[src/rtl/fetch_pkg.sv]
// fetch_pkg: opcode/ImmSrc constants, queue entry type and ImmSrc decode shared with the immediate extender.
package fetch_pkg;
    localparam logic [6:0] OPC_LOAD   = 7'b0000011;
    localparam logic [6:0] OPC_OPIMM  = 7'b0010011;
    localparam logic [6:0] OPC_JALR   = 7'b1100111;
    localparam logic [6:0] OPC_STORE  = 7'b0100011;
    localparam logic [6:0] OPC_BRANCH = 7'b1100011;
    localparam logic [6:0] OPC_JAL    = 7'b1101111;
    localparam logic [1:0] IMM_I = 2'b00;
    localparam logic [1:0] IMM_S = 2'b01;
    localparam logic [1:0] IMM_B = 2'b10;
    localparam logic [1:0] IMM_J = 2'b11;

    typedef struct packed {
        logic [31:0] instr;
        logic [31:0] pc;
    } fq_entry_t;

    function automatic logic [1:0] imm_src(input logic [6:0] opc);
        return (opc == OPC_LOAD || opc == OPC_OPIMM || opc == OPC_JALR) ? IMM_I :
               (opc == OPC_STORE)  ? IMM_S :
               (opc == OPC_BRANCH) ? IMM_B :
               (opc == OPC_JAL)    ? IMM_J :
               IMM_I;
    endfunction
endpackage

[src/rtl/fetch_queue_if.sv]
// fetch_queue_if: imem request/response, redirect and decode handshake signals of the fetch front end.
interface fetch_queue_if;
    logic        imem_req_valid;
    logic        imem_req_ready;
    logic [31:0] imem_req_addr;
    logic        imem_rsp_valid;
    logic [31:0] imem_rsp_data;
    logic        redirect_valid;
    logic [31:0] redirect_pc;
    logic        dec_valid;
    logic        dec_ready;
    logic [31:0] dec_instr;
    logic [31:0] dec_pc;
    logic [24:0] dec_imm_field;
    logic [1:0]  dec_imm_src;

    modport master (
        output imem_req_valid, imem_req_addr, dec_valid, dec_instr, dec_pc, dec_imm_field, dec_imm_src,
        input  imem_req_ready, imem_rsp_valid, imem_rsp_data, redirect_valid, redirect_pc, dec_ready
    );
    modport slave (
        input  imem_req_valid, imem_req_addr, dec_valid, dec_instr, dec_pc, dec_imm_field, dec_imm_src,
        output imem_req_ready, imem_rsp_valid, imem_rsp_data, redirect_valid, redirect_pc, dec_ready
    );
endinterface

[src/rtl/sync_fifo.sv]
// sync_fifo: power-of-two synchronous FIFO with flush and occupancy count; head is read combinationally.
module sync_fifo #(
    parameter int W = 32,
    parameter int D = 2
) (
    input  logic                clk,
    input  logic                rst_n,
    input  logic                i_flush,
    input  logic                i_push,
    input  logic                i_pop,
    input  logic [W-1:0]        i_data,
    output logic [W-1:0]        o_data,
    output logic [$clog2(D):0]  o_count
);
    localparam int AW = $clog2(D);
    logic [W-1:0]  r_mem [D];
    logic [AW-1:0] r_wp, r_rp;
    logic [AW:0]   r_cnt;

    assign o_data  = r_mem[r_rp];
    assign o_count = r_cnt;

    always_ff @(posedge clk)
        if (i_push && !i_flush) r_mem[r_wp] <= i_data;

    always_ff @(posedge clk or negedge rst_n)
        if (!rst_n) begin
            r_wp  <= '0;
            r_rp  <= '0;
            r_cnt <= '0;
        end else if (i_flush) begin
            r_wp  <= '0;
            r_rp  <= '0;
            r_cnt <= '0;
        end else begin
            r_wp  <= r_wp + AW'(i_push);
            r_rp  <= r_rp + AW'(i_pop);
            r_cnt <= r_cnt + (AW+1)'(i_push) - (AW+1)'(i_pop);
        end

    a_no_overflow: assert property (@(posedge clk) disable iff (!rst_n)
        !(i_push && !i_pop && !i_flush && r_cnt == (AW+1)'(D)));
endmodule

[src/rtl/fetch_queue.sv]
// fetch_queue: PC/issue control, in-order response queue and ImmSrc decode feeding the immediate extender.
module fetch_queue import fetch_pkg::*; #(
    parameter logic [31:0] RESET_PC = 32'h0000_0000,
    parameter int          DEPTH    = 2
) (
    input logic           clk,
    input logic           rst_n,
    fetch_queue_if.master fq
);
    localparam int CW = $clog2(DEPTH) + 1;
    logic [31:0]   r_pc, w_tag;
    logic [CW-1:0] r_inflight, r_discard, w_count, w_tag_count;
    logic [CW:0]   w_occ;
    logic          w_redir, w_fire, w_rsp, w_keep, w_pop;
    fq_entry_t     w_head;

    assign w_redir = fq.redirect_valid;
    assign w_occ   = {1'b0, r_inflight} + {1'b0, w_count};
    assign fq.imem_req_valid = rst_n && !w_redir && (w_occ < (CW+1)'(DEPTH));
    assign fq.imem_req_addr  = r_pc;
    assign w_fire = fq.imem_req_valid && fq.imem_req_ready;
    assign w_rsp  = fq.imem_rsp_valid;
    // responses still owed to a pre-redirect PC are swallowed until r_discard drains
    assign w_keep = w_rsp && r_discard == '0 && !w_redir;
    assign fq.dec_valid     = w_count != '0;
    assign w_pop            = fq.dec_valid && fq.dec_ready && !w_redir;
    assign fq.dec_instr     = fq.dec_valid ? w_head.instr : '0;
    assign fq.dec_pc        = fq.dec_valid ? w_head.pc : '0;
    assign fq.dec_imm_field = fq.dec_instr[31:7];
    assign fq.dec_imm_src   = imm_src(fq.dec_instr[6:0]);

    sync_fifo #(.W($bits(fq_entry_t)), .D(DEPTH)) u_queue (
        .clk(clk), .rst_n(rst_n), .i_flush(w_redir), .i_push(w_keep), .i_pop(w_pop),
        .i_data({fq.imem_rsp_data, w_tag}), .o_data(w_head), .o_count(w_count)
    );

    sync_fifo #(.W(32), .D(DEPTH)) u_tags (
        .clk(clk), .rst_n(rst_n), .i_flush(w_redir), .i_push(w_fire), .i_pop(w_keep),
        .i_data(r_pc), .o_data(w_tag), .o_count(w_tag_count)
    );

    always_ff @(posedge clk or negedge rst_n)
        if (!rst_n) begin
            r_pc       <= RESET_PC;
            r_inflight <= '0;
            r_discard  <= '0;
        end else begin
            r_inflight <= r_inflight + CW'(w_fire) - CW'(w_rsp);
            r_discard  <= w_redir ? r_inflight - CW'(w_rsp) : r_discard - CW'(w_rsp && r_discard != '0);
            r_pc       <= w_redir ? (fq.redirect_pc & ~32'h3) : r_pc + (w_fire ? 32'd4 : 32'd0);
        end

    // every outstanding request is either tagged for the queue or marked for discard
    a_tag_balance: assert property (@(posedge clk) disable iff (!rst_n)
        ({1'b0, w_tag_count} + {1'b0, r_discard}) == {1'b0, r_inflight});
endmodule

[src/flat_wrapper.sv]
// flat-port wrapper written by rule: the top's interface ports become plain ports
module fetch_queue_flat import fetch_pkg::*;
#(
    parameter logic [31:0] RESET_PC = 32'h0000_0000,
    parameter int          DEPTH    = 2
)
  (clk, rst_n, fq_imem_req_valid, fq_imem_req_addr, fq_dec_valid, fq_dec_instr, fq_dec_pc, fq_dec_imm_field, fq_dec_imm_src, fq_imem_req_ready, fq_imem_rsp_valid, fq_imem_rsp_data, fq_redirect_valid, fq_redirect_pc, fq_dec_ready);
  fetch_queue_if fq_i ();
  input logic clk;
  input logic rst_n;
  output wire logic [$bits(fq_i.imem_req_valid)-1:0] fq_imem_req_valid;
  output wire logic [$bits(fq_i.imem_req_addr)-1:0] fq_imem_req_addr;
  output wire logic [$bits(fq_i.dec_valid)-1:0] fq_dec_valid;
  output wire logic [$bits(fq_i.dec_instr)-1:0] fq_dec_instr;
  output wire logic [$bits(fq_i.dec_pc)-1:0] fq_dec_pc;
  output wire logic [$bits(fq_i.dec_imm_field)-1:0] fq_dec_imm_field;
  output wire logic [$bits(fq_i.dec_imm_src)-1:0] fq_dec_imm_src;
  input wire logic [$bits(fq_i.imem_req_ready)-1:0] fq_imem_req_ready;
  input wire logic [$bits(fq_i.imem_rsp_valid)-1:0] fq_imem_rsp_valid;
  input wire logic [$bits(fq_i.imem_rsp_data)-1:0] fq_imem_rsp_data;
  input wire logic [$bits(fq_i.redirect_valid)-1:0] fq_redirect_valid;
  input wire logic [$bits(fq_i.redirect_pc)-1:0] fq_redirect_pc;
  input wire logic [$bits(fq_i.dec_ready)-1:0] fq_dec_ready;
  assign fq_imem_req_valid = fq_i.imem_req_valid;
  assign fq_imem_req_addr = fq_i.imem_req_addr;
  assign fq_dec_valid = fq_i.dec_valid;
  assign fq_dec_instr = fq_i.dec_instr;
  assign fq_dec_pc = fq_i.dec_pc;
  assign fq_dec_imm_field = fq_i.dec_imm_field;
  assign fq_dec_imm_src = fq_i.dec_imm_src;
  assign fq_i.imem_req_ready = fq_imem_req_ready;
  assign fq_i.imem_rsp_valid = fq_imem_rsp_valid;
  assign fq_i.imem_rsp_data = fq_imem_rsp_data;
  assign fq_i.redirect_valid = fq_redirect_valid;
  assign fq_i.redirect_pc = fq_redirect_pc;
  assign fq_i.dec_ready = fq_dec_ready;
  fetch_queue #(.RESET_PC(RESET_PC), .DEPTH(DEPTH)) u_core (.clk(clk), .rst_n(rst_n), .fq(fq_i));
endmodule
[config.mk]
export PLATFORM = sky130hd
export DESIGN_NAME = fetch_queue_flat
export DESIGN_NICKNAME = d
export VERILOG_FILES = /design/src/rtl/fetch_pkg.sv /design/src/rtl/fetch_queue_if.sv /design/src/rtl/sync_fifo.sv /design/src/rtl/fetch_queue.sv /design/src/flat_wrapper.sv
export SDC_FILE = /design/constraint.sdc
export NUM_CORES = 1
export LEC_CHECK = 0
export BUFFER_PORTS_ARGS = -buffer_cell sky130_fd_sc_hd__buf_4
export CORE_UTILIZATION = 35
export DETAILED_ROUTE_END_ITERATION = 8
export GPL_ROUTABILITY_DRIVEN = 0
export PLACE_DENSITY_LB_ADDON = 0.12
export SLEW_MARGIN = 15
export SYNTH_ARGS = -nofsm -noshare
export SYNTH_HDL_FRONTEND = slang
export SYNTH_SLANG_ARGS = --single-unit
[constraint.sdc]
create_clock -name clk -period 12.83 [get_ports clk]
set_input_delay 1.9245 -clock clk [delete_from_list [all_inputs] [get_ports clk]]
set_output_delay 1.9245 -clock clk [all_outputs]
set_load 0.01 [all_outputs]
==> metrics.cfg, run 1 <==
[cells_and_area]
syn_to_final_growth_pct=25.2
register_area_sq_um=6530
fillers=2386
drive_gt1_share_pct=33.1
diodes=0
num-nets-final=893
postLayoutCellArea_sq_um=11800
stdcell_count=1168
multi_input_area_sq_um=2500
fin_util_pct=44.9

[routing]
wirelength_mm=20.3
drc=21
drtIter0Drc=281
num_vias=5668
routedWlPerCell_um=17.4
vias_per_cell=4.85
ant_nets=0
dr.pass1.iters=6

[global_routing]
antenna_found_initial=0
grt_pass1_wl_mm=31.8
grt_pass1_vias=5781
grt_usage_pct=14.7
gr-total-overflow=0
grt_max_degree=66

[run]
drv_cap=0

[die]
ios=195
die-area_sq_um=27500
rows=59
die_y_um=166
die-width_um=166
core_sq_um=26200
initial_utilization_pct=35.8

[yosys]
yosysSeqAreaShare_pct=69.5
yosysMostFrequentCell=edfxtp_1
ys_types=42
yosysTopAreaCell=edfxtp_1
yosys_warnings=0
synth_seq_cells=224
synthArstFlopShare_pct=17.9
synth_top_area_share_pct=58.9
synth_ff_type=edfxtp_1
synthTopCellsByCount=184 x edfxtp_1, 92 x nor2_1, 63 x mux2i_1
synthTopCellsByArea=edfxtp_1 59%, dfrtp_1 11%, mux2i_1 6.7%
synth_enable_flop_cells=184
synthCells=648
syn_area_sq_um=9390
syn_area_per_cell_sq_um=14.5

[placement]
place_inst=1123
io_buffers=188
place_area_sq_um=11000
dpl.hpwl_mm=13.0

[critical_path]
critPathCaptureType=output pin
critPathArrivalTime_ps=3240
worstPathMaxFanout=41
worstPathRequired_ps=10910
critPathLaunchType=primary input
crit_type=primary input to output pin

[clock_tree]
cts_max_path_buffers=3
htree_levels=1
post-cts-setup-buffers=0
hold_buffers=0
clk_pin_slew_worst_paths_ps=60
cts.sinks=224
clkLatencyLatePin_ps=510
clockRootBuffer=clkbuf_16
cts_buffers=25
cts_tree=built
cts_resized=0

[timing]
rsz0062_at_grt=no
setup-violations-final=0
finalHoldViolations=0
timing.setup.tns_ps=0
maxSlewHeadroom_pct=39.7
max_slew.worst_pin.slew_ps=904
slew_viol_final=0
timing.fmax_mhz=194
clock_skew_ps=11.8
period_share_pct=40.2
min_period_ps=5160

[pwr]
cellPowerDensity_nw_per_um2=172
static-leakage-power_uw=0.00436
peakVddDrop_uv=78.4

[status]
violations=DRC
status=finished with violations

[min_path]
min_path_type=register to register

-- flip-flops by register name, summed over array words and instances, names as in the netlist --
signal,cells
u_core.fq.imem_req_addr,30
u_core.r_discard,2
u_core.r_inflight,2
u_core.u_queue.o_count,2
u_core.u_queue.r_mem,124
u_core.u_queue.r_rp,1
u_core.u_queue.r_wp,1
u_core.u_tags.r_mem,60
u_core.u_tags.r_rp,1
u_core.u_tags.r_wp,1
-- through the flow --
step	worst slack [ps]	total power, uW	hold slack [ps]
6_report	7670	2020	563
5_1_grt	7500	2120	575
4_1_cts	7650	2050	567
3_5_place_dp	7580	1360	550
3_3_place_gp	7690	1360	545
2_1_floorplan	5650	1180	519
-- area by class of cell --
class / count / area share (%)
Sequential cell: 224 / 55.6
Multi-Input combinational cell: 356 / 21.3
Timing Repair Buffer: 195 / 12.5
Clock buffer: 35 / 5.90
Tap cell: 335 / 3.57
Clock inverter: 10 / 0.830
Inverter: 13 / 0.415
-- routing by layer --
metal	part of all wire, %	vias up	GRT usage, %	routed length (um)
met3	5.7	28	2.67	1150
met4	1.6	0	3.74	334
met5	0	-	0	0
met2	48	202	25.2	9820
met1	44	2746	19.1	8990
li1	-	2692	-	-
-- path summary, 6_finish.rpt --
path / start / to / slack (ps) / cells after the start
min reg2reg: u_core.u_tags.r_mem[0][19]$_DFFE_PP_ / u_core.u_queue.r_mem[1][19]$_DFFE_PP_ / 560 / 1
max: rst_n / fq_imem_req_valid / 7670 / 3
max in group asynchronous: rst_n / u_core.u_queue.r_rp$_DFF_PN0_ / 11000 / 1
min: u_core.u_tags.r_mem[0][19]$_DFFE_PP_ / u_core.u_queue.r_mem[1][19]$_DFFE_PP_ / 560 / 1
min in group asynchronous: rst_n / u_core.fq.imem_req_addr[7]$_DFF_PN0_ / 1400 / 1
max reg2reg: u_core.u_queue.o_count[0]$_DFF_PN0_ / u_core.fq.imem_req_addr[23]$_DFF_PN0_ / 8970 / 11
-- logic make-up after synthesis --
logic type	synth area share, %
flops	69.5
simple gates	9.37
mux	10.4
buf+inv	4.11
compound gates	3.31
xor+xnor	2.05
fa+ha+maj	1.15
other cells	0.0400
-- layout by cell type (no fill, tap or decap), drive strengths merged, types with 8 or more instances in the layout --
| master | count |
|---|---|
| clkbuf | 35 |
| o21ai | 18 |
| inv | 13 |
| nor2 | 92 |
| clkinv | 8 |
| nand2 | 27 |
| mux2 | 31 |
| xor2 | 9 |
| nand3 | 8 |
| nand4 | 8 |
| o31ai | 10 |
| buf | 195 |
| or4 | 13 |
| dfrtp | 40 |
| a31oi | 18 |
| mux2i | 63 |
| xnor2 | 13 |
| edfxtp | 184 |
-- worst max-delay path, cell delays in order --
cell and delay (ps):
buf_4 440, nor4b_1 600, buf_4 230
-- power breakdown --
| part | total, uW | switching (uW) | internal [uW] |
|---|---|---|---|
| combinational | 424 | 226 | 199 |
| clock | 682 | 268 | 414 |
| sequential | 917 | 51.5 | 865 |
| total | 2020 | 545 | 1480 |
(Power assumes the default switching activity.)
==> run 2: changes to the inputs <==
Clock period 12.83 ns to 4.16 ns, I/O delays scaled along.
==> metrics.cfg, run 2 (synthesis gave the netlist of run 1 again) <==
[status]
status=finished with violations
violations=DRC

[clock_tree]
cts_max_path_buffers=3
hold_buffers=0
clockRootBuffer=clkbuf_16
post-cts-setup-buffers=0
htree_levels=1
cts_resized=0
clk_pin_slew_worst_paths_ps=60
clkLatencyLatePin_ps=510
cts_buffers=24
cts_tree=built
cts.sinks=224

[timing]
rsz0062_at_grt=no
slew_viol_final=0
timing.fmax_mhz=275
finalHoldViolations=0
clock_skew_ps=7.54
holdWs_ps=206
min_period_ps=3630
fin_ws_ps=525
max_slew.worst_pin.slew_ps=891
timing.setup.tns_ps=0
maxSlewHeadroom_pct=40.6
setup-violations-final=0
period_share_pct=87.4

[die]
core_sq_um=26200
initial_utilization_pct=35.8
die-area_sq_um=27500
ios=195
rows=59
die_y_um=166
die-width_um=166

[global_routing]
grt_pass1_wl_mm=31.7
antenna_found_initial=0
grt_usage_pct=14.5
grt_max_degree=63
gr-total-overflow=0
grt_pass1_vias=5711

[cells_and_area]
final_cell_mix=197 x buf_4, 184 x edfxtp_1, 90 x nor2_1, 63 x mux2i_1, 39 x dfrtp_1
diodes=0
syn_to_final_growth_pct=24.8
fillers=2373
largest-register=u_core.u_queue.r_mem
mostFrequentLayoutCell=buf_4
stdcell_count=1169
drive_gt1_share_pct=32.9
largest_register_ffs=124
num-nets-final=894

[pwr]
p_total_uw=6110
peakVddDrop_uv=302
cellPowerDensity_nw_per_um2=522
static-leakage-power_uw=0.00434

[critical_path]
worstReg2RegStart=u_core.u_queue.o_count[0]$_DFF_PN0_
crit_end=u_core.fq.imem_req_addr[22]$_DFF_PN0_
rr_endpoint=u_core.fq.imem_req_addr[22]$_DFF_PN0_
critPathLaunchType=register
reg2regPathDepth=11
crit_type=register to register
worstSetupStartpoint=u_core.u_queue.o_count[0]$_DFF_PN0_
critPathCaptureType=register
worstPathRequired_ps=4590
critPathArrivalTime_ps=4060
r2r_slack_ps=530
worstPathMaxFanout=18

[routing]
num_vias=5653
drtIter0Drc=320
drc=22
ant_nets=0
dr.pass1.iters=7
routedWlPerCell_um=17.0
vias_per_cell=4.84
wirelength_mm=19.9

[placement]
pre_cts_slack_ps=529
place_inst=1125
io_buffers=188
dpl.hpwl_mm=13.2

[min_path]
min_path_type=primary input to async pin

[run]
drv_cap=0

==> run 2: area by class of cell <==
type / instances / area, sq um / share of cell area (%)
Timing Repair Buffer: 197 / 1480 / 12.6
Clock buffer: 33 / 656 / 5.60
Tap cell: 335 / 419 / 3.58
Inverter: 13 / 48.8 / 0.417
Clock inverter: 11 / 75.1 / 0.641
Multi-Input combinational cell: 356 / 2510 / 21.4
Sequential cell: 224 / 6530 / 55.7
==> run 2: routing by layer <==
metal	global-route usage, %	part of all wire [%]
met1	19.2	43
met3	2.96	6.7
met2	24.5	48
met5	0	0
met4	3.86	1.6
==> run 2: how the worst min path moves through the flow <==
stage | end | slack (ps) | cells past startpoint
CTS | u_core.fq.imem_req_addr[4]$_DFF_PN0_ | 210 | 2
floorplan | u_core.fq.imem_req_addr[10]$_DFF_PN0_ | 330 | 0
finish | u_core.fq.imem_req_addr[4]$_DFF_PN0_ | 210 | 2
global route | u_core.fq.imem_req_addr[4]$_DFF_PN0_ | 230 | 2
global placement | u_core.u_queue.r_mem[0][12]$_DFFE_PP_ | 540 | 1
detailed placement | u_core.u_queue.r_mem[0][26]$_DFFE_PP_ | 550 | 1
==> run 2: critical path, stage by stage, from the launching register on <==
cell and delay, ps:
dfrtp_1 390, inv_1 80, nor2_1 110, fa_1 430, nor4b_1 460, nand2_1 190
inv_1 150, ha_1 250, nand4_4 160, or3_1 600, or4_1 560, a31oi_1 170
==> run 2: where the power goes <==
group | internal [uW] | total (uW) | leakage, uW | switching [uW]
combinational | 620 | 1290 | 0.00184 | 670
sequential | 2670 | 2850 | 0.00214 | 183
clock | 1160 | 1970 | 0.000361 | 812
==> run 2: per-stage QoR <==
stage	instance area (sq um)	util, %
floorplan	9400	-
global route	11700	44.7
CTS	11700	44.7
finish	11700	44.7
detailed placement	11000	41.9
global placement	11000	41.9
